--- config.mk ---
export PLATFORM = sky130hd
export DESIGN_NAME = pc_fetch_unit
export DESIGN_NICKNAME = d
export VERILOG_FILES = /design/src/rtl/pc_fetch_unit.sv
export SDC_FILE = /design/constraint.sdc
export NUM_CORES = 1
export LEC_CHECK = 0
export ABC_AREA = 1
export CAP_MARGIN = 10
export CORE_MARGIN = 2
export CORE_UTILIZATION = 40
export DETAILED_ROUTE_END_ITERATION = 16
export GPL_TIMING_DRIVEN = 0
export PLACE_DENSITY = 0.68
export SLEW_MARGIN = 20
export SYNTH_ARGS = -nofsm -noshare
export SYNTH_HDL_FRONTEND = slang
export SYNTH_SLANG_ARGS = --single-unit
--- constraint.sdc ---
create_clock -name CLK -period 2.1 [get_ports CLK]
set_input_delay 0.42 -clock CLK [delete_from_list [all_inputs] [get_ports CLK]]
set_output_delay 0.42 -clock CLK [all_outputs]
set_load 0.01 [all_outputs]
--- src/rtl/pc_fetch_unit.sv ---
// Program counter and instruction-fetch sequencer: issues instruction-memory reads with a busywait
// handshake, delivers fetched words to IF/ID, and squashes wrong-path fetches on redirect.
module pc_fetch_unit #(
  parameter logic [31:0] RESET_VECTOR = 32'h0000_0000,
  parameter logic [31:0] NOP_INSTR    = 32'h0000_0013,
  parameter int unsigned CNT_W        = 16
) (
  input  logic             CLK,
  input  logic             RESET,
  input  logic             BRANCH_TAKEN,
  input  logic [31:0]      BRANCH_TARGET,
  input  logic             STALL,
  output logic             IMEM_READ,
  output logic [31:0]      IMEM_ADDRESS,
  input  logic             IMEM_BUSYWAIT,
  input  logic [31:0]      IMEM_INSTRUCTION,
  output logic [31:0]      PC,
  output logic [31:0]      PC_PLUS_4,
  output logic [31:0]      INSTRUCTION,
  output logic             INSTR_VALID,
  output logic             FLUSH,
  output logic [CNT_W-1:0] MISS_CYCLES
);

  typedef enum logic [1:0] {BOOT, FETCH, DRAIN, HOLD} state_t;

  state_t      state;
  logic [31:0] fetch_pc;
  logic [31:0] saved_target;
  logic [31:0] target;
  logic        miss_cycle;

  assign target       = {BRANCH_TARGET[31:2], 2'b00};
  assign IMEM_READ    = (state == FETCH) || (state == DRAIN);
  assign IMEM_ADDRESS = fetch_pc;
  assign PC_PLUS_4    = PC + 32'd4;
  assign miss_cycle   = IMEM_READ && IMEM_BUSYWAIT;

  always_ff @(posedge CLK) begin
    if (!RESET) begin
      state        <= BOOT;
      fetch_pc     <= RESET_VECTOR;
      PC           <= RESET_VECTOR;
      INSTRUCTION  <= NOP_INSTR;
      INSTR_VALID  <= 1'b0;
      FLUSH        <= 1'b0;
      MISS_CYCLES  <= '0;
      saved_target <= '0;
    end else begin
      FLUSH <= 1'b0;
      if (miss_cycle && (MISS_CYCLES != '1))
        MISS_CYCLES <= MISS_CYCLES + CNT_W'(1);

      unique case (state)
        BOOT: begin
          state <= FETCH;
          if (BRANCH_TAKEN) begin
            fetch_pc    <= target;
            INSTR_VALID <= 1'b0;
            FLUSH       <= 1'b1;
          end
        end

        FETCH: begin
          if (BRANCH_TAKEN) begin
            INSTR_VALID <= 1'b0;
            FLUSH       <= 1'b1;
            // A pending miss cannot be withdrawn: park the target until the stale reply returns.
            if (IMEM_BUSYWAIT) begin
              saved_target <= target;
              state        <= DRAIN;
            end else begin
              fetch_pc <= target;
            end
          end else if (STALL) begin
            state <= HOLD;
          end else if (!IMEM_BUSYWAIT) begin
            INSTRUCTION <= IMEM_INSTRUCTION;
            PC          <= fetch_pc;
            INSTR_VALID <= 1'b1;
            fetch_pc    <= fetch_pc + 32'd4;
          end
        end

        DRAIN: begin
          if (BRANCH_TAKEN) begin
            saved_target <= target;
            INSTR_VALID  <= 1'b0;
            FLUSH        <= 1'b1;
          end
          if (!IMEM_BUSYWAIT) begin
            fetch_pc <= BRANCH_TAKEN ? target : saved_target;
            state    <= FETCH;
          end
        end

        HOLD: begin
          if (BRANCH_TAKEN) begin
            fetch_pc    <= target;
            INSTR_VALID <= 1'b0;
            FLUSH       <= 1'b1;
            state       <= FETCH;
          end else if (!STALL) begin
            state <= FETCH;
          end
        end

        default: state <= BOOT;
      endcase
    end
  end

endmodule
==> results_dict.tcl <==
set metrics [dict create \
    status "finished with violations" \
    violations "negative setup slack" \
    clockBufferDepth 2 \
    core_mm2 0.02023 \
    drt_wl_total_um 32300 \
    power.density_mw_per_mm2 747.8 \
    path_class "reg2out" \
    finalCriticalPeriod_ns 2.619 \
    synth_top_area_share_pct 35.93 \
    min_period_over_period_pct 124.7 \
    cts_tree "done" \
    area_delta_synth_final_pct 49.99 \
    maxSlewViolCount 0 \
    yosysTopAreaCell "dfxtp_1" \
    die_w_um 147.6 \
    hold_viol 0 \
    num_vias 9915 \
    worst_slew_pin_slew_ns 0.6575 \
    portBuffers 212 \
    htree_levels 4 \
    drcViolationCount 0 \
    dp.final_hpwl_um 22950 \
    min_path_type "reg2reg" \
    core.rowCount 52 \
    power.leakage_nw 5.127 \
    post-route-util_pct 61.12 \
    dieArea_mm2 0.02178 \
    rsz0062_at_grt "yes" \
    cts_root_buffer "clkbuf_16" \
    seq_power_share_pct 38.0 \
    slew_headroom_pct 56.16 \
    nets 1669 \
    cp.required_ns 1.68 \
    start_util_pct 40.75 \
    cts_buffers 17 \
    maxCapViolCount 0 \
    holdWs_ns 0.4646 \
    drive_gt1_share_pct 16.12 \
    grt_pass1_vias 9057 \
    netlist_area_mm2 0.008245 \
    p_sw_mw 3.296 \
    io_pins 216 \
    diodes 0 \
    peakVddDrop_mv 0.5103 \
    drt_iter0_drc 805 \
    worstPathArrival_ns 2.20 \
    internal_power_mw 5.951 \
    yosysSeqAreaShare_pct 35.93 \
    worst-path-max-fanout 3 \
    ys_types 39 \
    avgSynthCellArea_um2 6.367 \
    fin_skew_ns 0.01542 \
    endpoint_kind "output port" \
    overflow 0 \
    netlist_instances 1295 \
    ys_ff_latch 148 \
    grt_usage_pct 28.18 \
    fin_ws_ns -0.5187 \
    ys_warn_count 0 \
    antenna_found_initial 0 \
    grt_pass1_wl_um 49000 \
    clkTransAtPathRegs_ns 0.07 \
    insertion_delay_ns 0.43 \
    numClockSinks 148 \
    clock.fmax_mhz 381.9 \
    postRouteAntennaNets 0 \
    viasPerCell 5.282 \
    combPwrFrac_pct 29.6 \
    p_total_mw 9.247 \
    final_area_mm2 0.01237 \
    firstDrtPassIters 6 \
    pwr-share-clk_pct 32.3 \
    dieHeight_um 147.6 \
    grt_max_degree 17 \
    synthTopCellsByArea "dfxtp_1 36%, nand2_1 16%, a21oi_1 11%, nor2_1 7.2%, o21ai_0 7.0%" \
    finalSetupViolCount 23 \
    syn_nets 1370 \
    hold_buffers 0 \
    gp_congestion 0.9340 \
    switching_share_pct 35.64 \
    wl_per_cell_um 17.21 \
    dpl_cell_area_mm2 0.01074 \
    start_kind "flip-flop" \
]
==> synth_stat cells (all sizes together) <==
master   instances
nand3b           4
o211ai           1
o21ai          140
nor3            16
o22ai            1
nor4             5
a31oi            2
o21bai           3
nand3           63
xnor2           15
xor2            20
o2111ai          2
dfxtp          148
ha               6
inv             89
nor2           164
a22oi            1
or2              3
buf             30
a211oi           2
clkbuf          42
a21oi          178
o211a            2
nand4            9
nand2          347
and2             1
clkinv           1
==> cell usage in the layout, fill, tap and decap left out, types with 5 or more instances in the layout <==
master	n
clkbuf_2	13
nand3_1	58
xor2_1	18
inv_1	78
clkbuf_4	5
inv_2	7
a21oi_1	177
o21ai_0	107
buf_8	7
nand4_1	9
o21ai_1	29
nand2_2	9
dfxtp_4	18
nor2_2	8
clkdlybuf4s50_1	183
nand2_1	335
nor2_4	8
xnor2_1	11
dfxtp_1	124
clkbuf_16	22
dfxtp_2	6
buf_2	30
nor2_1	147
clkbuf_1	25
buf_6	16
buf_4	54
nor3_1	10
==> repair_timing <==
item / 4_1_cts / 5_1_grt
cloned: 3 / 5
resized for setup: 201 / 100
buffers inserted: 41 / 24
hold endpoints to repair: 0 / 0
endpoints found under the setup margin: 100 / 150
pin swaps: 25 / 31
==> cells by family (layout without fill, tap and decap cells) <==
logic type                 Yosys count  in the layout  share of synthesized area [%]
and+or+nand+nor                    612            612                          30.32
AOI/OAI and AO/OA                  332            332                          20.67
buffers and inverters              162            474                          8.452
DFF                                148            148                          35.93
xor gates and xnor gates            35             35                          3.718
adders and majority gates            6              6                         0.9104
==> power by group through the flow <==
stage          sequential [mW]  clock (mW)  combinational, mW
6_report                  3.52        2.99               2.74
5_1_grt                   3.56        3.14               3.02
4_1_cts                   3.50        3.02               2.59
3_5_place_dp              3.57           0               2.51
3_3_place_gp              3.56           0               2.48
2_1_floorplan             3.52           0               1.35
==> through the flow <==
| step | setup TNS [ns] | cells | worst slack (ns) |
|---|---|---|---|
| 2_1_floorplan | 0 | 1295 | 0.02321 |
| 3_3_place_gp | -42.49 | 1777 | -0.6366 |
| 3_5_place_dp | -41.38 | 1777 | -0.6755 |
| 4_1_cts | -5.944 | 1852 | -0.4671 |
| 5_1_grt | -8.319 | 1877 | -0.5527 |
| 6_report | -6.528 | 1877 | -0.5187 |
==> sequential cells by signal, indices dropped and copies added, names as in the netlist <==
register	cells
IMEM_ADDRESS	32
INSTRUCTION	32
PC	32
saved_target	32
MISS_CYCLES	16
state	2
FLUSH	1
INSTR_VALID	1
==> per-layer routing <==
layer	vias up	GRT usage [%]	part of all wire, %
li1	4842	-	-
met1	4482	37.27	41
met2	525	45.72	46
met3	66	5.494	9.1
met4	0	10.48	3.1
met5	-	0	0
==> layout make-up <==
cell class | instances | area (um2)
Buffer | 70 | 441.7
Tap cell | 270 | 337.8
Clock inverter | 15 | 148.9
Multi-Input combinational cell | 985 | 4896
Inverter | 90 | 350.3
Clock buffer | 17 | 425.4
Sequential cell | 148 | 3038
Timing Repair Buffer | 282 | 2729
Fill cell | 1841 | 7868
==> final timing paths <==
kind	start	to	slack [ns]	cells past startpoint
setup / recovery	PC[3]	PC_PLUS_4[10]	-0.52	11
hold / removal	saved_target[1]	saved_target[1]	0.46	2
setup reg to reg	state[1]	INSTRUCTION[1]	0.02	13
hold reg to reg	saved_target[1]	saved_target[1]	0.46	2
==> worst max-delay path, stage by stage (launching register included) <==
cell and delay, ns:
dfxtp_4 0.39, ha_4 0.16, nand3_4 0.08, nor2_4 0.12, nand3_4 0.10, buf_4 0.15
buf_6 0.11, buf_6 0.10, buf_6 0.10, buf_6 0.10, xor2_1 0.18, buf_2 0.18
No activity file was read; power rests on OpenSTA's default activity.
